**src/rtl/best_move_selector_pkg.sv**
```systemverilog
// Types shared by the move evaluator, the best-move selector and the search controller.
package best_move_selector_pkg;

  typedef logic        [15:0] move_t;
  typedef logic signed [15:0] eval_t;

  localparam eval_t EVAL_MIN = 16'sh8000;

  typedef enum logic [1:0] {
    SEL_IDLE,
    SEL_COLLECT,
    SEL_DRAIN,
    SEL_DONE
  } sel_state_t;

endpackage

```
**src/rtl/best_move_selector_inflight_counter.sv**
```systemverilog
// Saturating up/down counter of evaluations in flight; flags underflow/overflow attempts.
module inflight_counter #(
  parameter int unsigned W = 8
) (
  input  logic         i_clk,
  input  logic         i_rst_n,
  input  logic         i_clr,
  input  logic         i_inc,
  input  logic         i_dec,
  output logic [W-1:0] o_next_count,
  output logic         o_err
);

  logic [W-1:0] r_count;
  logic [W-1:0] w_next;
  logic         w_err;

  // Simultaneous inc and dec cancel, so neither boundary check applies.
  always_comb begin
    w_next = r_count;
    w_err  = 1'b0;
    if (i_clr) begin
      w_next = '0;
    end else if (i_inc && !i_dec) begin
      if (r_count == '1) w_err  = 1'b1;
      else               w_next = r_count + W'(1);
    end else if (i_dec && !i_inc) begin
      if (r_count == '0) w_err  = 1'b1;
      else               w_next = r_count - W'(1);
    end
  end

  always_ff @(posedge i_clk) begin
    if (!i_rst_n) r_count <= '0;
    else          r_count <= w_next;
  end

  assign o_next_count = w_next;
  assign o_err        = w_err;

endmodule

```
**src/rtl/best_move_selector.sv**
```systemverilog
// Collects evaluator results for one candidate set and reports the highest-scoring legal move.
module best_move_selector
  import best_move_selector_pkg::*;
#(
  parameter int unsigned CNT_W = 8
) (
  input  logic             clk_in,
  input  logic             rst_in,
  input  logic             start_in,
  input  logic             abort_in,
  input  logic             issue_in,
  input  logic             gen_done_in,
  input  logic             ret_in,
  input  move_t            move_in,
  input  eval_t            eval_in,
  input  logic             valid_in,
  output move_t            best_move_out,
  output eval_t            best_eval_out,
  output logic [CNT_W-1:0] num_legal_out,
  output logic             no_legal_out,
  output logic             result_valid_out,
  output logic             busy_out,
  output logic             error_out
);

  sel_state_t       r_state;
  move_t            r_best_move;
  eval_t            r_best_eval;
  logic             r_have_best;
  logic [CNT_W-1:0] r_num_legal;

  logic             w_counting;
  logic             w_legal;
  logic             w_take;
  logic             w_cnt_err;
  logic [CNT_W-1:0] w_out_next;
  move_t            w_best_move_nxt;
  eval_t            w_best_eval_nxt;
  logic             w_have_best_nxt;
  logic [CNT_W-1:0] w_num_legal_nxt;

  assign w_counting = !abort_in && !start_in &&
                      (r_state == SEL_COLLECT || r_state == SEL_DRAIN);

  inflight_counter #(.W(CNT_W)) u_inflight (
    .i_clk        (clk_in),
    .i_rst_n      (rst_in),
    .i_clr        (start_in && !abort_in),
    .i_inc        (issue_in && w_counting),
    .i_dec        (ret_in && w_counting),
    .o_next_count (w_out_next),
    .o_err        (w_cnt_err)
  );

  // First legal result is taken unconditionally so EVAL_MIN still registers; ties keep the earlier move.
  always_comb begin
    w_legal         = w_counting && ret_in && valid_in;
    w_take          = w_legal && (!r_have_best || (eval_in > r_best_eval));
    w_best_move_nxt = w_take ? move_in : r_best_move;
    w_best_eval_nxt = w_take ? eval_in : r_best_eval;
    w_have_best_nxt = r_have_best || w_take;
    w_num_legal_nxt = r_num_legal;
    if (w_legal && (r_num_legal != '1)) w_num_legal_nxt = r_num_legal + CNT_W'(1);
  end

  always_ff @(posedge clk_in) begin
    if (!rst_in) begin
      r_state          <= SEL_IDLE;
      r_best_move      <= '0;
      r_best_eval      <= '0;
      r_have_best      <= 1'b0;
      r_num_legal      <= '0;
      best_move_out    <= '0;
      best_eval_out    <= '0;
      num_legal_out    <= '0;
      no_legal_out     <= 1'b0;
      result_valid_out <= 1'b0;
      busy_out         <= 1'b0;
      error_out        <= 1'b0;
    end else if (abort_in) begin
      r_state          <= SEL_IDLE;
      result_valid_out <= 1'b0;
      busy_out         <= 1'b0;
    end else if (start_in) begin
      r_state          <= SEL_COLLECT;
      r_best_move      <= '0;
      r_best_eval      <= '0;
      r_have_best      <= 1'b0;
      r_num_legal      <= '0;
      result_valid_out <= 1'b0;
      busy_out         <= 1'b1;
      error_out        <= 1'b0;
    end else begin
      result_valid_out <= 1'b0;
      r_best_move      <= w_best_move_nxt;
      r_best_eval      <= w_best_eval_nxt;
      r_have_best      <= w_have_best_nxt;
      r_num_legal      <= w_num_legal_nxt;
      if (w_cnt_err || ((issue_in || ret_in) && !w_counting) ||
          (issue_in && r_state == SEL_DRAIN))
        error_out <= 1'b1;
      unique case (r_state)
        SEL_IDLE: ;
        SEL_COLLECT: begin
          if (gen_done_in) r_state <= SEL_DRAIN;
        end
        SEL_DRAIN: begin
          if (w_out_next == '0) begin
            r_state          <= SEL_DONE;
            result_valid_out <= 1'b1;
            best_move_out    <= w_have_best_nxt ? w_best_move_nxt : '0;
            best_eval_out    <= w_have_best_nxt ? w_best_eval_nxt : '0;
            num_legal_out    <= w_num_legal_nxt;
            no_legal_out     <= !w_have_best_nxt;
          end
        end
        SEL_DONE: begin
          r_state  <= SEL_IDLE;
          busy_out <= 1'b0;
        end
        default: r_state <= SEL_IDLE;
      endcase
    end
  end

endmodule
```
**config.mk**
```make
export PLATFORM = sky130hd
export DESIGN_NAME = best_move_selector
export DESIGN_NICKNAME = d
export VERILOG_FILES = /design/src/rtl/best_move_selector_pkg.sv /design/src/rtl/best_move_selector_inflight_counter.sv /design/src/rtl/best_move_selector.sv
export SDC_FILE = /design/constraint.sdc
export NUM_CORES = 1
export LEC_CHECK = 0
export ABC_AREA = 1
export CORE_ASPECT_RATIO = 1.1
export CORE_MARGIN = 2
export CORE_UTILIZATION = 53
export DETAILED_ROUTE_END_ITERATION = 12
export GPL_TIMING_DRIVEN = 0
export PLACE_DENSITY_LB_ADDON = 0.1
export SYNTH_ARGS = -nofsm -noshare
export SYNTH_HDL_FRONTEND = slang
export SYNTH_SLANG_ARGS = --single-unit
```
**constraint.sdc**
```tcl
create_clock -name clk_in -period 4.8 [get_ports clk_in]
set_input_delay 0.72 -clock clk_in [delete_from_list [all_inputs] [get_ports clk_in]]
set_output_delay 0.72 -clock clk_in [all_outputs]
set_load 0.01 [all_outputs]
```
## Word-level counts from Yosys, hierarchy flattened

Cells that the tools add are included.

| storage, ports and cells | value |
|---|---|
| register bits | 95 |
| output and inout bits | 44 |
| input port bits | 40 |

| cells by class | value |
|---|---|
| mux-type cells | 28 |
| reductions and logical operators | 38 |
| $lt $le $gt $ge | 1 |
| add/sub/neg operators | 3 |
| bitwise operators | 4 |
| eq/ne operators | 9 |

Operator list:

| operator | number |
|---|---|
| $mux W16 | 6 |
| $mux W8 | 7 |
| $add A8 B1 Y8 const B | 2 |
| $gt A16 B16 Y1 | 1 |
| $logic_not A8 Y1 | 2 |
| $logic_and A1 B1 Y1 | 12 |
| $mux W1 | 12 |
| $eq A8 B8 Y1 const B | 1 |
| $ne A8 B8 Y1 const B | 1 |
| $sub A8 B1 Y8 const B | 1 |
| $logic_not A1 Y1 | 7 |
| $logic_or A1 B1 Y1 | 6 |
| $pmux W2 S3 | 1 |
| $reduce_and A3 Y1 | 2 |
| $eq A2 B2 Y1 const B | 2 |
| $mux W2 | 2 |
| $not A1 Y1 | 4 |
| $reduce_and A4 Y1 | 1 |
| $reduce_bool A2 Y1 | 2 |
| $reduce_bool A4 Y1 | 1 |
| $reduce_or A4 Y1 | 1 |
| $ne A3 B2 Y1 const B | 1 |
| $ne A3 B3 Y1 const B | 1 |
| $reduce_bool A3 Y1 | 1 |
| 6 further kinds | 6 |

## Depth between registers and ports, before layout

| logic depth | value |
|---|---|
| depth in word-level cells | 13 |
| depth in mapped cells | 19 |
| mapped depth without buffers | 18 |

## Hierarchy

From an unflattened synthesis, not the netlist that was laid out.

| second synthesis, totals | value |
|---|---|
| cells, all modules | 743 |
| area, all modules | 5,076.1 um^2 |

Modules (own cells, without submodules):

| module | instances | sequential area each (um^2) | cells each | area each (um^2) |
|---|---|---|---|---|
| best_move_selector | 1 | 1,741.7 | 601 | 4,251.6 |
| inflight_counter | 1 | 160.2 | 142 | 824.5 |

## Worst setup path before layout

No wires, ideal clock.

| timing | value |
|---|---|
| path kind | input -> register |
| start point | input port eval_in[15] |
| end point | register r_best_move[14] |
| setup time | 71 ps |
| setup slack | 2,386 ps |
| required time | 4,729 ps |
| buffers on the path | 1 |
| stages | 15 |
| arrival | 2,344 ps |
| cell sequence | ha_1 nand2_1 inv_1 nand3_1 nor2_1 nand4_1 a21boi_0 nand2_1 nand2_1 nand2_1 clkbuf_1 nand2_1 nand2_1 nand2_1 a21oi_1 |

| on the way | value |
|---|---|
| word-level cells in the longest chain between the ends | 5 |

Ends and longest elaborated chain:

| what | RTL line | RTL |
|---|---|---|
| start: declaration | best_move_selector.sv:15 | `input eval_t eval_in,` |
| $gt A16 B16 Y1 | best_move_selector.sv:58 | `w_take = w_legal && (!r_have_best \|\| (eval_in > r_best_eval));` |
| $logic_or A1 B1 Y1 | best_move_selector.sv:58 |  |
| $logic_and A1 B1 Y1 | best_move_selector.sv:58 |  |
| $mux W16 | best_move_selector.sv:59 | `w_best_move_nxt = w_take ? move_in : r_best_move;` |
| $mux W16 | best_move_selector.sv:84 | `end else if (start_in) begin` |
| end signal: assignment | best_move_selector.sv:95 | `r_best_move <= w_best_move_nxt;` |
| end: declaration | best_move_selector.sv:27 | `move_t r_best_move;` |

Every way passes these cells.
A chain may end at the register's enable or synchronous reset.

## Worst setup path in the final report

| timing | value |
|---|---|
| start point | input port eval_in[15] |
| end point | register r_best_eval[11] |

| on the way | value |
|---|---|
| word-level cells in the longest chain between the ends | 5 |

Ends and longest elaborated chain:

| what | RTL line | RTL |
|---|---|---|
| $gt A16 B16 Y1 | best_move_selector.sv:58 |  |
| $logic_or A1 B1 Y1 | best_move_selector.sv:58 |  |
| $logic_and A1 B1 Y1 | best_move_selector.sv:58 |  |
| $mux W16 | best_move_selector.sv:60 | `w_best_eval_nxt = w_take ? eval_in : r_best_eval;` |
| $mux W16 | best_move_selector.sv:84 |  |
| end signal: assignment | best_move_selector.sv:96 | `r_best_eval <= w_best_eval_nxt;` |
| end: declaration | best_move_selector.sv:28 | `eval_t r_best_eval;` |

Every way passes these cells.

==> impl_metrics.prom <==
# TYPE chip_impl_metric gauge
chip_impl_metric{name="postSynthAreaPerCell",unit="sq um"} 6.63
chip_impl_metric{name="port_buffers",unit=""} 81
chip_impl_info{name="worstSetupPathType",value="input port to register"} 1
chip_impl_info{name="crit_path_end_kind",value="register"} 1
chip_impl_metric{name="top_cell_type_s_share_of_synthesized_area",unit="%"} 37.8
chip_impl_metric{name="layout.cell_area.non_filler",unit="sq um"} 6170
chip_impl_metric{name="cp.arrival",unit="ps"} 3360
chip_impl_metric{name="post_dp_cell_area",unit="sq um"} 5990
chip_impl_metric{name="cts_inserted_buffers",unit=""} 9
chip_impl_info{name="worst_setup_path_endpoint",value="r_best_eval[11]"} 1
chip_impl_metric{name="core_region_area",unit="sq um"} 9310
chip_impl_metric{name="antenna_found_initial",unit=""} 0
chip_impl_metric{name="cp_data_required_time",unit="ps"} 5090
chip_impl_metric{name="timing.max_slew.rel_slack",unit="%"} 54.4
chip_impl_metric{name="global_route_wire_length_before_repair",unit="um"} 21100
chip_impl_metric{name="timing.final.setup_violations",unit=""} 0
chip_impl_metric{name="synthToLayoutAreaGrowth",unit="%"} 22.6
chip_impl_metric{name="io_pins",unit=""} 84
chip_impl_metric{name="pin_count_of_the_biggest_net_entering_global_routing",unit=""} 18
chip_impl_info{name="cp-startpoint",value="eval_in[15]"} 1
chip_impl_metric{name="route.detailed.wl_per_inst",unit="um"} 13.4
chip_impl_metric{name="cts_resized",unit=""} 0
chip_impl_metric{name="leakagePower",unit="nW"} 2.58
chip_impl_metric{name="holdWs",unit="ps"} 451
chip_impl_metric{name="cts_hold_buf",unit=""} 0
chip_impl_info{name="worst_hold_path_type",value="register to register"} 1
chip_impl_metric{name="effective_utilization_at_floorplan",unit="%"} 54.1
chip_impl_info{name="synthDominantAreaCellType",value="dfxtp_1"} 1
chip_impl_metric{name="placed_cells_incl_taps",unit=""} 958
chip_impl_metric{name="irDropWorstVdd",unit="V"} 0.000180
chip_impl_metric{name="yosysWarningCount",unit=""} 0
chip_impl_metric{name="clock-sinks",unit=""} 95
chip_impl_info{name="tritoncts",value="built"} 1
chip_impl_metric{name="clk_latency",unit="ps"} 370
chip_impl_metric{name="cellPowerDensity",unit="nW/um^2"} 229
chip_impl_metric{name="post_drt_via_cell_ratio",unit=""} 5.20
chip_impl_metric{name="finalCritPeriodShare",unit="%"} 64.0
chip_impl_info{name="run_status",value="finished, final reports clean"} 1
chip_impl_info{name="timing.critical_path.from_type",value="input port"} 1
chip_impl_info{name="r2r_start",value="r_state[0]"} 1
chip_impl_info{name="r2r-end",value="best_eval_out[1]"} 1
chip_impl_metric{name="detail_route.iter0.violations",unit=""} 253
chip_impl_metric{name="tns",unit="ps"} 0
chip_impl_metric{name="synthesis.instances",unit=""} 760
chip_impl_metric{name="slew_viol_final",unit=""} 0
chip_impl_metric{name="dr_vias",unit=""} 5062
chip_impl_metric{name="cts.repair_timing.setup_buffer_count",unit=""} 0
chip_impl_metric{name="antenna_left",unit=""} 0
chip_impl_metric{name="groute.usage.overall",unit="%"} 24.8
chip_impl_metric{name="hold_viol_final",unit=""} 0
chip_impl_metric{name="max_cap_violations",unit=""} 0
chip_impl_metric{name="ys_ff_latch",unit=""} 95
chip_impl_metric{name="nNetsFinal",unit=""} 917
chip_impl_metric{name="slew_of_the_pin_with_the_lowest_slew_margin",unit="ps"} 678
chip_impl_metric{name="final.setup_skew",unit="ps"} 17.5
chip_impl_metric{name="place_hpwl",unit="um"} 10000
chip_impl_metric{name="drtPass1Iterations",unit=""} 5
chip_impl_metric{name="timing.reg2reg.setup_slack",unit="ps"} 2090
chip_impl_metric{name="ctsLongestPathBuffers",unit=""} 2
chip_impl_metric{name="reg2regPathDepth",unit=""} 12
chip_impl_info{name="layout.cells.most_common",value="nand2_1"} 1
chip_impl_metric{name="ys_seq_area_share",unit="%"} 37.8
chip_impl_metric{name="drt_wl_total",unit="um"} 13000
chip_impl_metric{name="dieWidth",unit="um"} 97.0
chip_impl_metric{name="clk_pin_slew",unit="ps"} 100
chip_impl_metric{name="detail_route.drc_violations",unit=""} 0
chip_impl_metric{name="dieHeight",unit="um"} 106
chip_impl_metric{name="synth_cell_types",unit=""} 36
chip_impl_metric{name="floorplan.die_area",unit="sq um"} 10300
chip_impl_metric{name="grt.overflow.total",unit=""} 0
chip_impl_metric{name="core.rowCount",unit=""} 37
chip_impl_info{name="synth.area.top_cells",value="dfxtp_1 (38%), nand2_1 (22%), a21oi_1 (8.5%)"} 1
chip_impl_info{name="rsz_0062_raised_after_global_routing",value="no"} 1
chip_impl_metric{name="min_period",unit="ps"} 3070
chip_impl_info{name="cts_root_buf",value="clkbuf_8"} 1
chip_impl_metric{name="instances_no_fill",unit=""} 974
chip_impl_metric{name="gp_routability_congestion",unit=""} 0.873
chip_impl_metric{name="cts_htree_levels",unit=""} 3
chip_impl_metric{name="antenna_cells_inserted",unit=""} 0
chip_impl_metric{name="drive_gt1_share",unit="%"} 4.08
chip_impl_info{name="layout_common_cells",value="nand2_1 (289), dfxtp_1 (95), a21oi_1 (86), clkdlybuf4s50_1 (81), inv_1 (68)"} 1
chip_impl_metric{name="synth_fp_nets",unit=""} 825
chip_impl_metric{name="clock.fmax",unit="GHz"} 0.325
chip_impl_metric{name="vias_in_the_first_global_route",unit=""} 4683
chip_impl_metric{name="worstPathMaxFanout",unit=""} 10
chip_impl_metric{name="netlist_area",unit="sq um"} 5040
[worst min-delay path by stage]
stage                                  from           endpoint  slack (ps)  cells after the start
after floorplan              r_best_move[0]     r_best_move[0]         450                      2
after global placement     num_legal_out[2]   num_legal_out[2]         440                      2
after detailed placement   num_legal_out[2]   num_legal_out[2]         440                      2
after CTS                  num_legal_out[2]   num_legal_out[2]         450                      2
after global routing      best_eval_out[14]  best_eval_out[14]         490                      2
final                      num_legal_out[2]   num_legal_out[2]         450                      2
[cell type report]
class                      instances  area (sq um)
buffer                            36           170
clock buffer                      10           128
clock inverter                     6          52.6
fill                             869          3130
inverter                          68           255
multi-input combinational        561          2710
sequential                        95          1900
tap                              117           146
timing repair buffer              81           811
[power breakdown]
part | internal (mW) | switching (mW)
registers | 0.790 | 0.00242
logic | 0.0528 | 0.0694
clock network | 0.196 | 0.305
total | 1.04 | 0.377
[cells in the mapped netlist (all sizes together)]
| cell | n |
|---|---|
| a21boi | 1 |
| a21o | 1 |
| a21oi | 86 |
| a31oi | 1 |
| buf | 10 |
| clkbuf | 26 |
| dfxtp | 95 |
| ha | 25 |
| inv | 68 |
| mux2 | 1 |
| nand2 | 289 |
| nand3 | 67 |
| nand3b | 1 |
| nand4 | 4 |
| nor2 | 51 |
| nor3 | 5 |
| nor4 | 1 |
| o211ai | 2 |
| o21a | 1 |
| o21ai | 11 |
| o21bai | 1 |
| o31ai | 2 |
| o41ai | 1 |
| or2 | 4 |
| xnor2 | 1 |
| xor2 | 5 |
[sequential cells by signal (all words and copies together) (netlist names)]
| signal | flops |
|---|---|
| r_num_legal | 8 |
| r_best_eval | 16 |
| busy_out | 1 |
| r_have_best | 1 |
| num_legal_out | 8 |
| error_out | 1 |
| u_inflight.r_count | 8 |
| r_best_move | 16 |
| best_eval_out | 16 |
| best_move_out | 16 |
| r_state | 2 |
| result_valid_out | 1 |
| no_legal_out | 1 |
[worst max-delay path, stage by stage]
cell	delay, ps
clkdlybuf4s50_1	450
ha_1	340
nand2_1	60
inv_1	60
nand3_1	90
nor2_1	140
nand4_1	100
a21boi_0	140
nand2_1	70
nand2_1	140
nand2_1	180
clkbuf_1	440
nand2_1	120
nand2_1	130
nand2_1	60
a21oi_1	120
[per-stage QoR]
stage | total power [mW] | setup WS [ps] | util (%)
after global placement | 0.930 | 1430 | 64.4
after global routing | 1.46 | 1430 | 66.4
after floorplan | 0.873 | 2390 | -
final | 1.42 | 1730 | 66.4
after detailed placement | 0.932 | 1390 | 64.4
after CTS | 1.42 | 1770 | 66.4
[cells by family after synthesis]
family | share of synthesized area, %
simple gates | 35.2
flops | 37.8
buf+inv | 8.44
mux | 0.224
xor+xnor | 1.04
fa+ha+maj | 6.21
compound gates | 11.1
[metal layers]
layer	GRT usage [%]	vias to the layer above	routed length, um
met4	9.26	0	254
met1	30.0	2293	5720
li1	-	2612	-
met5	0	-	0
met2	43.9	135	6380
met3	4.47	22	675
No activity file was read; power rests on OpenSTA's default activity.
==> edit: new RTL, same flow settings <==
Set the parameter `CNT_W` to 6 (it was 8).
--- a/src/rtl/best_move_selector.sv
+++ b/src/rtl/best_move_selector.sv
@@ -2,7 +2,7 @@
 module best_move_selector
   import best_move_selector_pkg::*;
 #(
-  parameter int unsigned CNT_W = 8
+  parameter int unsigned CNT_W = 6
 ) (
   input  logic             clk_in,
   input  logic             rst_in,
Interface: changed (resized num_legal_out); port bits go from 84 to 82. The function was not compared with the original's and may differ.
==> edit against the unedited design <==
Global-route usage rose by 0.90 points; non-clock buffer count fell by 1; sequential power fell by 6.3%; worst setup slack improved by 0.075 ns; sequential cell count fell by 6; die area fell by 1.9%; routed wire length fell by 3.0%; power fell by 4.6%; design area fell by 1.8%; synthesized area fell by 2.0%; critical path type unchanged; highest routed layer unchanged.
==> edit: results <==
outcome:
  outcome: "finished clean"
power:
  vdd_drop_max_mv: 0.151
  power_leakage_nw: 2.34
route:
  drt_iter0_drc: 327
  vias_per_cell: 5.37
  wl_per_cell_um: 14.1
  wl_met3_um: 581
  wl_met2_mm: 6.27
  drt_pass1_iterations: 7
  m1WireLength_mm: 5.52
synthesis:
  synth.area.top_cells: "dfxtp_1, nand2_1, a21oi_1, ha_1, nand3_1"
  yosys.area_share.xor_xnor: 0.0142
  synth.area.mux_share: 0
  synth_seq_area_share: 0.361
  synth_fa_ha_area_frac: 0.0634
  yosys-top-cells-count: "nand2_1, dfxtp_1, a21oi_1, inv_1, nand3_1"
  synth_nets: 750
  syn-instance-count: 685
  synth-compound-area-share: 0.108
  synth_cell_types: 34
global_route:
  grt_pass1_wl_mm: 20.7
  grt_usage: 0.257
  grt_max_degree: 17
  use_met3: 0.0415
  use_met2: 0.445
  grt_pass1_vias: 4456
  antenna_found_initial: 0
  grtUsageMet1: 0.325
final_layout:
  drive_above_1_share: 0.0871
  multi_input_area_mm2: 0.00270
  fillerInstances: 771
  stdcell_count: 895
  final_nets: 841
critical_path:
  r2r-start: "r_state[1]"
  r2r-end: "best_eval_out[6]"
  rrSetupSlack_ns: 2.09
  crit_path_end: "best_move_out[13]"
  slowest_delay_ns: 0.46
  arrival_ns: 3.22
  reg2reg_depth: 15
sta:
  fmaxAchievable_ghz: 0.334
  hold_slack_ns: 0.448
  tightest_slew_ns: 0.586
  fin_skew_ns: 0.0132
hold_path:
  min-delay-start: "num_legal_out[4]"
  hold_end: "num_legal_out[4]"
  whs_path_depth: 2
place:
  gp_congestion: 0.882
  place_area_mm2: 0.00588
  place_ws_ns: 1.47
  place_inst: 879
  hpwl_mm: 9.59
  io_buffer_count: 80
cts:
  cts_max_level: 3
  clk_pin_slew_ns: 0.10
## edit: final cells by class
type | instances | area share
flip-flops and latches | 89 | 0.294
clock inverters | 6 | 0.00888
multi-input cells | 485 | 0.446
well taps | 114 | 0.0235
repair buffers | 80 | 0.132
inverters | 75 | 0.0464
clock buffers | 10 | 0.0211
plain buffers | 36 | 0.0283
## edit: cell families (layout without fill, tap and decap cells)
group,count (synthesis),count (layout)
AND/OR/NAND/NOR,349,349
buffers and inverters,111,207
AO/OA/AOI/OAI,103,103
flip-flops,89,89
adder cells (fa/ha/maj),25,25
XOR/XNOR,8,8
## edit: power by group
group	total [W]	internal (W)	switching [W]	leakage (nW)
clock	0.000479	0.000195	0.000284	0.0856
combinational	0.000130	0.0000578	0.0000719	1.54
sequential	0.000743	0.000741	0.00000209	0.717
